## src/rtl/tx_framer_mod.sv

```systemverilog
// rtl/tx_framer_mod.sv - QPSK transmit framer: UW preamble, length header, payload, zero tail, zero-stuffed DAC samples
//
// Optional feature macro: TX_SCRAMBLER_EN (additive x^7+x^4+1 scrambler on payload bits only).
//
// Ports:
//   i_clk          DAC-rate clock
//   i_rst          synchronous active-high reset
//   i_ctrl[31:0]   bit0 = tx enable, remaining bits ignored
//   i_start        start-of-frame pulse, i_len sampled with it
//   i_len[7:0]     payload byte count
//   i_data[7:0]    payload byte, accepted on i_data_vld & o_data_rdy
//   i_data_vld     payload byte valid
//   o_data_rdy     one-byte holding register can take a byte
//   o_toDAC_i/q    12-bit signed sample sign-extended to 16, held between strobes
//   o_toDAC_vld    one-cycle sample strobe every CLKS_PER_SAMP clocks
//   o_busy         frame in progress
//   o_done         one-cycle pulse after the last tail sample
//   o_underrun     sticky, set when a payload byte was missing and 0x00 was sent
`timescale 1ns/1ps
module tx_framer_mod #(
    parameter int          SPS           = 4,
    parameter int          CLKS_PER_SAMP = 2,
    parameter int          AMP           = 1024,
    parameter logic [31:0] UW            = 32'hF35AC61D,
    parameter int          TAIL_SYMS     = 4
) (
    input  logic        i_clk,
    input  logic        i_rst,
    input  logic [31:0] i_ctrl,
    input  logic        i_start,
    input  logic [7:0]  i_len,
    input  logic [7:0]  i_data,
    input  logic        i_data_vld,
    output logic        o_data_rdy,
    output logic [15:0] o_toDAC_i,
    output logic [15:0] o_toDAC_q,
    output logic        o_toDAC_vld,
    output logic        o_busy,
    output logic        o_done,
    output logic        o_underrun
);

    localparam logic [2:0] S_IDLE = 3'd0;
    localparam logic [2:0] S_PRE  = 3'd1;
    localparam logic [2:0] S_HDR  = 3'd2;
    localparam logic [2:0] S_PAY  = 3'd3;
    localparam logic [2:0] S_TAIL = 3'd4;

    localparam logic [15:0] CLK_LAST  = 16'(CLKS_PER_SAMP - 1);
    localparam logic [15:0] SAMP_LAST = 16'(SPS - 1);
    localparam logic [7:0]  TAIL_LAST = 8'(TAIL_SYMS - 1);
    localparam logic [15:0] POS       = 16'(AMP);
    localparam logic [15:0] NEG       = 16'(-AMP);

    logic [2:0]  state;
    logic [15:0] clk_cnt;
    logic [15:0] samp_cnt;
    logic [7:0]  sym_cnt;
    logic [7:0]  byte_cnt;
    logic [7:0]  len_reg;
    logic [8:0]  fetch_cnt;
    logic [31:0] shreg;
    logic [7:0]  hold_data;
    logic        hold_full;
    logic        fin;

    logic        start_ok;
    logic        accept;
    logic        emit;
    logic        sym_end;
    logic        take;
    logic [7:0]  raw_byte;
    logic [7:0]  pay_byte;
    logic        ctrl_unused;

    assign ctrl_unused = ^i_ctrl[31:1];

    assign o_busy     = (state != S_IDLE);
    assign start_ok   = (state == S_IDLE) && i_start && i_ctrl[0];
    assign o_data_rdy = ((state == S_HDR) || (state == S_PAY)) && !hold_full &&
                        (fetch_cnt < {1'b0, len_reg});
    assign accept     = i_data_vld && o_data_rdy;
    // fin marks the cycle after the last tail strobe; no sample is produced there.
    assign emit       = o_busy && !fin && (clk_cnt == 16'd0);
    assign sym_end    = emit && (samp_cnt == SAMP_LAST);
    // A new payload byte is loaded at the boundary into its first symbol.
    assign take       = sym_end && (sym_cnt == 8'd3) &&
                        (((state == S_HDR) && (len_reg != 8'd0)) ||
                         ((state == S_PAY) && (byte_cnt != len_reg - 8'd1)));
    assign raw_byte   = hold_full ? hold_data : 8'h00;

`ifdef TX_SCRAMBLER_EN
    logic [6:0] lfsr;
    logic [6:0] lfsr_next;
    logic       scr_fb;

    always_comb begin
        lfsr_next = lfsr;
        scr_fb    = 1'b0;
        pay_byte  = raw_byte;
        for (int b = 0; b < 8; b++) begin
            scr_fb                = lfsr_next[6] ^ lfsr_next[3];
            pay_byte[3'(7 - b)]   = raw_byte[3'(7 - b)] ^ scr_fb;
            lfsr_next             = {lfsr_next[5:0], scr_fb};
        end
    end

    always_ff @(posedge i_clk) begin
        if (i_rst || start_ok) begin
            lfsr <= 7'h7F;
        end else if (take) begin
            lfsr <= lfsr_next;
        end
    end
`else
    assign pay_byte = raw_byte;
`endif

    always_ff @(posedge i_clk) begin
        if (i_rst) begin
            state       <= S_IDLE;
            clk_cnt     <= 16'd0;
            samp_cnt    <= 16'd0;
            sym_cnt     <= 8'd0;
            byte_cnt    <= 8'd0;
            len_reg     <= 8'd0;
            fetch_cnt   <= 9'd0;
            shreg       <= 32'd0;
            hold_data   <= 8'd0;
            hold_full   <= 1'b0;
            fin         <= 1'b0;
            o_toDAC_i   <= 16'd0;
            o_toDAC_q   <= 16'd0;
            o_toDAC_vld <= 1'b0;
            o_done      <= 1'b0;
            o_underrun  <= 1'b0;
        end else begin
            o_toDAC_vld <= 1'b0;
            o_done      <= 1'b0;
            // A missing byte still consumes its slot, so it counts as fetched.
            fetch_cnt   <= fetch_cnt + 9'(accept) + 9'(take & ~hold_full);
            if (accept) begin
                hold_data <= i_data;
                hold_full <= 1'b1;
            end

            if (state == S_IDLE) begin
                if (start_ok) begin
                    state      <= S_PRE;
                    shreg      <= UW;
                    len_reg    <= i_len;
                    clk_cnt    <= 16'd0;
                    samp_cnt   <= 16'd0;
                    sym_cnt    <= 8'd0;
                    byte_cnt   <= 8'd0;
                    fetch_cnt  <= 9'd0;
                    hold_full  <= 1'b0;
                    fin        <= 1'b0;
                    o_underrun <= 1'b0;
                end
            end else if (fin) begin
                state  <= S_IDLE;
                fin    <= 1'b0;
                o_done <= 1'b1;
            end else begin
                clk_cnt <= (clk_cnt == CLK_LAST) ? 16'd0 : clk_cnt + 16'd1;
                if (emit) begin
                    o_toDAC_vld <= 1'b1;
                    if ((samp_cnt == 16'd0) && (state != S_TAIL)) begin
                        o_toDAC_i <= shreg[31] ? NEG : POS;
                        o_toDAC_q <= shreg[30] ? NEG : POS;
                    end else begin
                        o_toDAC_i <= 16'd0;
                        o_toDAC_q <= 16'd0;
                    end
                    if (!sym_end) begin
                        samp_cnt <= samp_cnt + 16'd1;
                    end else begin
                        samp_cnt <= 16'd0;
                        case (state)
                            S_PRE: begin
                                if (sym_cnt == 8'd15) begin
                                    state   <= S_HDR;
                                    sym_cnt <= 8'd0;
                                    shreg   <= {len_reg, 24'h0};
                                end else begin
                                    sym_cnt <= sym_cnt + 8'd1;
                                    shreg   <= {shreg[29:0], 2'b00};
                                end
                            end
                            S_HDR: begin
                                if (sym_cnt == 8'd3) begin
                                    sym_cnt <= 8'd0;
                                    state   <= (len_reg == 8'd0) ? S_TAIL : S_PAY;
                                end else begin
                                    sym_cnt <= sym_cnt + 8'd1;
                                    shreg   <= {shreg[29:0], 2'b00};
                                end
                            end
                            S_PAY: begin
                                if (sym_cnt == 8'd3) begin
                                    sym_cnt <= 8'd0;
                                    if (byte_cnt == len_reg - 8'd1) begin
                                        state <= S_TAIL;
                                    end else begin
                                        byte_cnt <= byte_cnt + 8'd1;
                                    end
                                end else begin
                                    sym_cnt <= sym_cnt + 8'd1;
                                    shreg   <= {shreg[29:0], 2'b00};
                                end
                            end
                            default: begin
                                if (sym_cnt == TAIL_LAST) begin
                                    fin <= 1'b1;
                                end else begin
                                    sym_cnt <= sym_cnt + 8'd1;
                                end
                            end
                        endcase
                    end
                end
                if (take) begin
                    shreg <= {pay_byte, 24'h0};
                    if (hold_full) begin
                        hold_full <= 1'b0;
                    end else begin
                        o_underrun <= 1'b1;
                    end
                end
            end
        end
    end

endmodule

```

## config.mk

```make
export PLATFORM = sky130hd
export DESIGN_NAME = tx_framer_mod
export DESIGN_NICKNAME = d
export VERILOG_FILES = /design/src/rtl/tx_framer_mod.sv
export SDC_FILE = /design/constraint.sdc
export NUM_CORES = 1
export LEC_CHECK = 0
export ABC_AREA = 1
export BUFFER_PORTS_ARGS = -buffer_cell sky130_fd_sc_hd__buf_2
export CAP_MARGIN = 20
export CORE_MARGIN = 2
export CORE_UTILIZATION = 51
export CTS_BUF_LIST = sky130_fd_sc_hd__clkbuf_16
export CTS_CLUSTER_SIZE = 25
export DETAILED_ROUTE_END_ITERATION = 10
export GPL_ROUTABILITY_DRIVEN = 0
export GPL_TIMING_DRIVEN = 0
export PLACE_DENSITY = 0.72
export SLEW_MARGIN = 20
export SYNTH_ARGS = -nofsm -noshare
export SYNTH_HDL_FRONTEND = slang
export SYNTH_SLANG_ARGS = --single-unit
export TNS_END_PERCENT = 10
```

## constraint.sdc

```tcl
create_clock -name i_clk -period 7.6 [get_ports i_clk]
set_input_delay 1.52 -clock i_clk [delete_from_list [all_inputs] [get_ports i_clk]]
set_output_delay 1.52 -clock i_clk [all_outputs]
set_load 0.005 [all_outputs]
```

### Word-level counts from Yosys, hierarchy flattened

Index checks and enable logic that the tools add are counted.

| operators by class | value |
|---|---|
| add/subtract/negate cells | 7 |
| multiply operators | 0 |
| divide/modulo/power cells | 0 |
| $lt $le $gt $ge | 1 |
| equality and inequality tests | 20 |
| shifts and indexed selects | 0 |
| multiplexer cells | 70 |
| bitwise gates (word level) | 4 |
| reduce and logical (&&, ||, !) cells | 47 |

Operators with widths:

| kind | count |
|---|---|
| 32-bit 2-to-1 mux | 8 |
| 16-bit 2-to-1 mux | 12 |
| 8-bit 2-to-1 mux | 16 |
| 32-bit one-hot mux with 2 select lines | 1 |
| 16-bit by 1-bit adder with 16-bit output, second input constant | 2 |
| 16-bit logical NOT | 2 |
| 3-bit 2-to-1 mux | 10 |
| 1-bit 2-to-1 mux | 19 |
| 9-bit 2-to-1 mux | 2 |
| 8-bit by 1-bit adder with 8-bit output, second input constant | 2 |
| 16-bit by 1-bit == test with 1-bit output, second input constant | 1 |
| 16-bit by 2-bit == test with 1-bit output, second input constant | 1 |
| 4-bit inequality test, second input constant | 4 |
| 8-bit one-hot mux with 2 select lines | 1 |
| 3-bit nonzero test | 5 |
| 1-bit logical AND | 13 |
| 2-bit nonzero test | 5 |
| 9-bit by 1-bit adder with 9-bit output | 1 |
| 9-bit adder | 1 |
| 1-bit by 9-bit bitwise AND with 9-bit output | 1 |
| 9-bit by 8-bit less-than comparator with 1-bit output | 1 |
| 1-bit NOT with 9-bit output | 1 |
| 3-bit one-hot mux with 3 select lines | 1 |
| 8-bit by 2-bit == test with 1-bit output, second input constant | 1 |
| 27 further kinds | 38 |

| word-level totals | value |
|---|---|
| register bits after elaboration | 145 |
| latch bits | 0 |
| RAM bits | 0 |
| memory bits (read-only) | 0 |
| output and inout bits | 37 |
| memories kept | 0 |

### Longest topological paths before layout

Gate-level depths: netlist (run 1).

| depth | value |
|---|---|
| word-level depth | 10 |
| mapped depth | 25 |
| gate-level depth less buffers | 25 |

### Worst setup path after synthesis (run 1)

OpenSTA, ideal clock, no wires.

| timing | value |
|---|---|
| path type | input port to flip-flop |
| start point | input port i_data_vld |
| end point | register fetch_cnt[8] |
| setup time | 132 ps |
| arrival | 3008 ps |
| required time | 7468 ps |
| slack | 4460 ps |
| stages on the path | 12 |
| path buffers | 0 |
| path through | nand2_1 > clkinv_1 > fa_1 > ha_1 > nand3_1 > nor2_1 > inv_1 > nor2_1 > inv_1 > nor2_1 > nand3_1 > a21oi_1 |

| between the ends | value |
|---|---|
| word-level cells in the longest chain between the ends | 5 |

RTL lines:

| what | RTL line | text |
|---|---|---|
| start, declared | 33 | `input logic i_data_vld,` |
| 1-bit logical AND (*) | 82 | `assign accept = i_data_vld && o_data_rdy;` |
| named net accept | 68 | `logic accept;` |
| 9-bit by 1-bit adder with 9-bit output (*) | 141 | `fetch_cnt <= fetch_cnt + 9'(accept) + 9'(take & ~hold_full);` |
| 9-bit adder (*) | 141 |  |
| 9-bit 2-to-1 mux | 148 | `if (start_ok) begin` |
| 9-bit 2-to-1 mux (*) | 147 | `if (state == S_IDLE) begin` |
| end signal, assigned | 141 |  |
| end, declared | 61 | `logic [8:0] fetch_cnt;` |

Mark *: on every way through the listed nets, which the timed path passes. The rest lies on a longest branch.
A chain may end at the register's enable or synchronous reset.

### Worst setup path after layout (run 1)

| timing | value |
|---|---|
| start point | register len_reg[2] |
| end point | output port o_data_rdy |

| between the ends | value |
|---|---|
| word-level cells in the longest chain between the ends | 2 |

RTL lines:

| what | RTL line | text |
|---|---|---|
| start, declared | 60 | `logic [7:0] len_reg;` |
| start signal, assigned | 151 | `len_reg <= i_len;` |
| 9-bit by 8-bit less-than comparator with 1-bit output | 81 | `(fetch_cnt < {1'b0, len_reg});` |
| 1-bit logical AND | 80 | `assign o_data_rdy = ((state == S_HDR) \|\| (state == S_PAY)) && !hold_full &&` |
| end, declared | 34 | `output logic o_data_rdy,` |

No other way between the ends.

==> results by group, run 1 <==
CTS
  • Worst-path clk slew: 50 ps
  • TritonCTS clock tree: yes
  • H-tree Lvls: 4
  • Clock sink total: 114
  • Latest clock arrival within the worst-skew pair: 420 ps
  • Setup Buffers After CTS: 0
  • TritonCTS Buffers: 17
  • Hold Buf Count CTS: 0
  • Clock tree root buffer cell: clkbuf_16
  • Post-CTS resize count: 0
  • Deepest clock path buffer count: 2

Drt
  • Wirelength per Cell: 12.6 um
  • Via count: 6217
  • First-iteration detailed-routing DRC count: 462
  • Number of routed nets with antenna violations: 0
  • Via density per instance: 5.08
  • Drt pass-1 iters: 7
  • Final wirelength: 15500 um
  • DRC Markers: 0

Die
  • Initial Util: 52.9%
  • Chip width: 116 um
  • Die area: 0.0135 mm2
  • Die height: 116 um
  • FP Rows: 40
  • I/O Pins: 89
  • Core footprint: 0.0121 mm2

STA
  • Total negative slack: 0 ps
  • Max-slew violation count: 0
  • Slew headroom: 58.5%
  • Final hold viol count: 0
  • Fin crit period: 3760 ps
  • Final setup fails: 0
  • Crit share post-route: 49.4%
  • Worst Tran Pin Value: 623 ps
  • Clock Skew: 7.38 ps
  • Final Hold Slack: 448 ps
  • Peak Freq: 0.266 GHz
  • RSZ-0062 raised after global routing: no

Placement
  • Hpwl dp: 11200 um
  • I/O Buffers: 36

Critical path
  • Critical Path, Cell by Cell: inv_1 > ha_1 > nand2_1 > nor2_1 > o211ai_1 > o2111ai_1 > nor3_1 > buf_2
  • CP endpoint: o_data_rdy
  • Reg2Reg Capture Point: fetch_cnt[8]$_SDFF_PP0_
  • Worst setup startpoint: len_reg[2]$_SDFFE_PP0P_
  • Slowest stage delay, CP: 450 ps
  • Crit Path Class: flop to output port
  • Req. time, crit path: 6080 ps
  • Reg2reg setup slack: 4150 ps
  • Reg2Reg Depth: 19
  • Critical Path End Type: output port
  • Largest fanout on the critical path: 5
  • Worst R2R Start: len_reg[2]$_SDFFE_PP0P_
  • Slowest CP cell: dfxtp_1
  • Critical path arrival: 2240 ps
  • Startpoint types: flop

Finish
  • Top reg by flops: shreg
  • Sequential cell area: 0.00228 mm2
  • Layout cells sized above 1: 11.4%
  • Top flop regs: shreg (30), clk_cnt (16), samp_cnt (16)
  • Area occupied by multi-input gates: 0.00344 mm2
  • Area growth syn-to-layout: 14.8%
  • N_diodes: 0
  • Net count, final: 1112
  • Fill cell count: 1204
  • Max reg flops: 30
  • Final core occ: 60.7%

Synth
  • Yosys reg bits: 114
  • Syn avg cell area: 6.61 um2
  • Most used DFF post-synth: dfxtp_1
  • Netlist cell types: 46
  • Synth warnings: 0
  • Post-synth EDFFs: 0
  • Cell count after synthesis: 969
  • Post-synth top area share: 35.7%
  • Area contributors post-synth: dfxtp_1 (36%), nand2_1 (13%), nor2_1 (9.3%)
  • Most area-hungry cell type in the Yosys netlist: dfxtp_1
  • Post-Syn Area: 0.00640 mm2
  • Commonest cells post-synth: nand2_1 (222), nor2_1 (158), dfxtp_1 (114)
  • Most numerous cell in the Yosys netlist: nand2_1
  • Synth async-reset ratio: 0%
  • Sequential area share after synthesis: 35.7%

Hold path
  • WHS Path Cells: 2
  • Worst hold-check path type: flop to flop

GRT
  • Largest net degree at the start of global routing: 17
  • Total gr overflow: 0
  • First-pass GRT wire length: 26000 um
  • Global Route Usage Sum: 24.6%
  • Number of global-route vias before repair: 5533
  • Initial antenna violation count: 0

Power and ir drop
  • Power per cell area: 326 mW/mm2
  • Worst vdd ir: 238 uV
  • P_leak: 3.11 nW

Run status
  • Status: finished, final reports clean

Run
  • Max cap viols: 0
## metrics by stage
step           total power, mW  instances  worst slack, ps  area, um2
2_1_floorplan             1.48        988             4460       6470
3_3_place_gp              1.72       1192             4080       6860
3_5_place_dp              1.73       1192             4050       6860
4_1_cts                   2.40       1223             3870       7350
5_1_grt                   2.58       1223             3730       7350
6_report                  2.40       1223             3840       7350
## worst max-delay path, delay by kind of cell (launching register included)
family | cells | cell delay [ps]
flops | 1 | 450
simple gates | 3 | 430
fa+ha+maj | 1 | 360
buf+inv | 2 | 320
compound gates | 2 | 260
## per-layer routing
layer  part of all wire, %  vias up  track usage (%)  wire, um
met4                   1.4        0             7.70       215
li1                      -     3226                -         -
met2                    45      187             39.6      7000
met3                   6.3       22             5.86       976
met1                    47     2782             32.7      7270
met5                     0        -                0         0
## area by class of cell
| type | count | share of cell area, % |
|---|---|---|
| clock inverters | 14 | 0.800 |
| well taps | 168 | 2.86 |
| flip-flops and latches | 114 | 31.1 |
| inverters | 99 | 5.13 |
| plain buffers | 62 | 5.13 |
| multi-input cells | 713 | 46.8 |
| repair buffers | 36 | 2.45 |
| clock buffers | 17 | 5.79 |
## how the worst min path moves through the flow
stage,to,startpoint,slack (ps)
finish,o_underrun$_SDFFE_PP0P_,o_underrun$_SDFFE_PP0P_,450
global route,o_underrun$_SDFFE_PP0P_,o_underrun$_SDFFE_PP0P_,460
CTS,o_underrun$_SDFFE_PP0P_,o_underrun$_SDFFE_PP0P_,450
detailed placement,o_underrun$_SDFFE_PP0P_,o_underrun$_SDFFE_PP0P_,440
global placement,o_underrun$_SDFFE_PP0P_,o_underrun$_SDFFE_PP0P_,440
floorplan,shreg[10]$_SDFFE_PP0P_,shreg[10]$_SDFFE_PP0P_,440
## logic make-up (layout without fill, tap and decap cells)
group	after synthesis	count (layout)	synth area share [%]
fa+ha+maj	17	17	3.44
flops	114	114	35.7
compound gates	140	140	12.1
xor+xnor	14	14	1.92
simple gates	522	522	35.0
other cells	1	20	0.0586
buf+inv	161	228	11.8
## power by group
part | leakage, nW | internal (mW) | switching, mW
registers | 0.927 | 0.691 | 0.0627
logic | 1.93 | 0.333 | 0.647
clock network | 0.254 | 0.398 | 0.268
total | 3.11 | 1.42 | 0.977
## placed cells by master, fill, tap and decap left out, types with 5 or more instances in the layout
cell	count
a21oi_1	64
nor3_1	33
xor2_1	8
clkbuf_1	20
a21boi_0	10
o21ai_0	46
clkinv_1	7
clkbuf_16	17
xnor2_1	6
buf_4	33
nand2_1	222
inv_2	5
ha_1	16
inv_1	94
dfxtp_1	114
nor2_1	158
conb_1	20
buf_2	39
a211oi_1	7
nand4_1	13
nand3_1	73
clkinv_2	5
Power figures use the tool's default switching activity.
==> inputs of run 2 (changes only) <==
PLACE_DENSITY = 0.75   (was 0.72)
clock period = 3.1 ns   (was 7.6 ns; I/O delays follow)
==> results by group, run 2 (synthesis results as in run 1) <==
Drt
  • Via count: 6230 (+0.21%)
  • Drt pass-1 iters: 6 (-1)
  • DRC Markers: 0 (unchanged)
  • First-iteration detailed-routing DRC count: 404 (-13%)
  • Final wirelength: 15500 um (+0.36%)
  • Via density per instance: 5.08 (-0.12%)
  • Number of routed nets with antenna violations: 0 (unchanged)
  • Wirelength per Cell: 12.6 um (about the same)

Power and ir drop
  • Power per cell area: 816 mW/mm2 (+150%)
  • P_leak: 3.15 nW (+1.2%)
  • Total power draw: 6.12 mW (+150%)
  • Worst vdd ir: 467 uV (+96%)

Die
  • Initial Util: 52.9% (unchanged)
  • I/O Pins: 89 (unchanged)
  • Core footprint: 0.0121 mm2 (unchanged)
  • FP Rows: 40 (unchanged)
  • Chip width: 116 um (unchanged)
  • Die height: 116 um (unchanged)
  • Die area: 0.0135 mm2 (unchanged)

GRT
  • Initial antenna violation count: 0 (unchanged)
  • Number of global-route vias before repair: 5441 (-1.7%)
  • Largest net degree at the start of global routing: 17 (unchanged)
  • Global Route Usage Sum: 24.2% (-0.41 points)
  • First-pass GRT wire length: 25400 um (-2.5%)
  • Total gr overflow: 0 (unchanged)

Critical path
  • CP top delay family: simple AND/OR/NAND/NOR gates
  • Worst R2R Start: len_reg[0]$_SDFFE_PP0P_
  • Cell count along the critical path: 22 (+14)
  • Most used cell, CP: nand2_1
  • Slowest stage delay, CP: 370 ps (-80 ps)
  • Startpoint types: flop
  • Crit Path Class: flop to flop
  • Critical Path, Cell by Cell: inv_4 > ha_4 > xor2_1 > nand3_1 > nor2_1 > nand2_1 > nor2_1 > nand2_1 > nand2_1 > nand2_1 > nand3_2 > nor2_2 > fa_2 > ha_1 > nand3_1 > nor2_1 > inv_1 > nor2_2 > inv_1 > nor2_2 > nand3_1 > a21oi_1
  • Reg2Reg Depth: 22 (+3)
  • Reg2Reg Capture Point: fetch_cnt[8]$_SDFF_PP0_
  • Slowest CP cell: fa_2
  • Largest fanout on the critical path: 7 (+2)
  • Worst setup startpoint: len_reg[0]$_SDFFE_PP0P_
  • Reg2reg setup slack: 220 ps (-3930 ps)
  • Crit path buffers/inverters: 3 (+1)
  • Critical Path End Type: flop
  • Req. time, crit path: 3390 ps (-2690 ps)
  • CP endpoint: fetch_cnt[8]$_SDFF_PP0_
  • Critical path arrival: 3170 ps (+930 ps)

Finish
  • Top flop regs: shreg (30), clk_cnt (16), samp_cnt (16)
  • Max reg flops: 30 (unchanged)
  • Final core occ: 61.9% (+1.3 points)
  • Area growth syn-to-layout: 17.2%
  • Fill cell count: 1184 (-1.7%)
  • Commonest non-fill, non-tap cell in the layout: nand2_1
  • Net count, final: 1116 (+0.36%)
  • Design Area, Final: 0.00750 mm2 (+2.1%)
  • N_diodes: 0 (unchanged)
  • Top reg by flops: shreg
  • Layout cells sized above 1: 14.1% (+2.7 points)
  • Area occupied by multi-input gates: 0.00348 mm2 (+1.3%)
  • Most frequent cells in the layout: nand2_1 (221), nor2_1 (155), dfxtp_1 (109)
  • Sequential cell area: 0.00229 mm2 (+0.27%)

CTS
  • H-tree Lvls: 4 (unchanged)
  • Clock sink total: 114 (unchanged)
  • Worst-path clk slew: 50 ps (about the same)
  • TritonCTS clock tree: yes
  • Clock tree root buffer cell: clkbuf_16
  • Latest clock arrival within the worst-skew pair: 420 ps (about the same)
  • TritonCTS Buffers: 17 (unchanged)
  • Deepest clock path buffer count: 2 (unchanged)

STA
  • Final hold viol count: 0 (unchanged)
  • Worst Tran Pin Value: 698 ps (+75.3 ps)
  • Max-slew violation count: 0 (unchanged)
  • Final setup fails: 0 (unchanged)
  • Slew headroom: 53.4% (-5.0 points)
  • Fin crit period: 2880 ps
  • Peak Freq: 0.347 GHz
  • Clock Skew: 4.97 ps (-2.41 ps)
  • Crit share post-route: 92.9%

Placement
  • Placed cell area: 0.00686 mm2 (unchanged)
  • Hpwl dp: 11100 um (-0.58%)
  • I/O Buffers: 36 (unchanged)

Run
  • Max cap viols: 0 (unchanged)

Hold path
  • Worst hold-check path type: input pin to flop

Run status
  • Status: finished, final reports clean
[run 2: how the worst min path moves through the flow]
stage / from / endpoint / slack [ps] / depth (start not counted)
floorplan: shreg[10]$_SDFFE_PP0P_ / shreg[10]$_SDFFE_PP0P_ / 440 / 2
global placement: o_underrun$_SDFFE_PP0P_ / o_underrun$_SDFFE_PP0P_ / 440 / 2
detailed placement: o_underrun$_SDFFE_PP0P_ / o_underrun$_SDFFE_PP0P_ / 450 / 2
CTS: i_data[4] / hold_data[4]$_SDFFE_PP0P_ / 440 / 3
global route: i_data[4] / hold_data[4]$_SDFFE_PP0P_ / 460 / 3
finish: i_data[4] / hold_data[4]$_SDFFE_PP0P_ / 450 / 3
[run 2: tightest hold or removal path: stages]
cell and delay [ps]:
buf_2 70, o21ai_0 70, nor2_1 70
[run 2: layout make-up]
cell class	instances	share of cell area (%)
plain buffers	62	5.02
clock buffers	17	5.67
clock inverters	14	1.63
inverters	99	5.12
multi-input cells	713	46.4
flip-flops and latches	114	30.5
well taps	168	2.80
repair buffers	40	2.80
[run 2: what timing repair did]
action / 4_1_cts / 5_1_grt
hold buffers: 0 / 0
setup buffers: 2 / 2
pin swaps: 2 / 2
gates cloned: 0 / 0
resized for setup: 7 / 17
setup endpoints to repair: 4 / 3
[run 2: report_power, final]
group	switching, mW	internal (mW)	total (mW)
Combinational	1.59	0.840	2.43
Clock	0.675	1.15	1.83
Sequential	0.163	1.70	1.86
Total	2.43	3.69	6.12
[run 2: per-layer routing]
metal	track usage (%)	vias to the layer above	part of all wire [%]
met1	32.5	2787	46
met2	37.5	165	45
met3	6.22	28	6.4
li1	-	3250	-
met5	0	-	0
met4	9.05	0	2.1
[run 2: through the flow]
step | TNS (ps) | setup WS, ps | hold WS (ps) | std cells
detailed placement | -533 | -294 | 446 | 1192
floorplan | 0 | 238 | 440 | 988
global placement | -366 | -197 | 440 | 1192
global route | -29.4 | -29.4 | 461 | 1227
finish | 0 | 220 | 446 | 1227
CTS | 0 | 12.5 | 438 | 1225
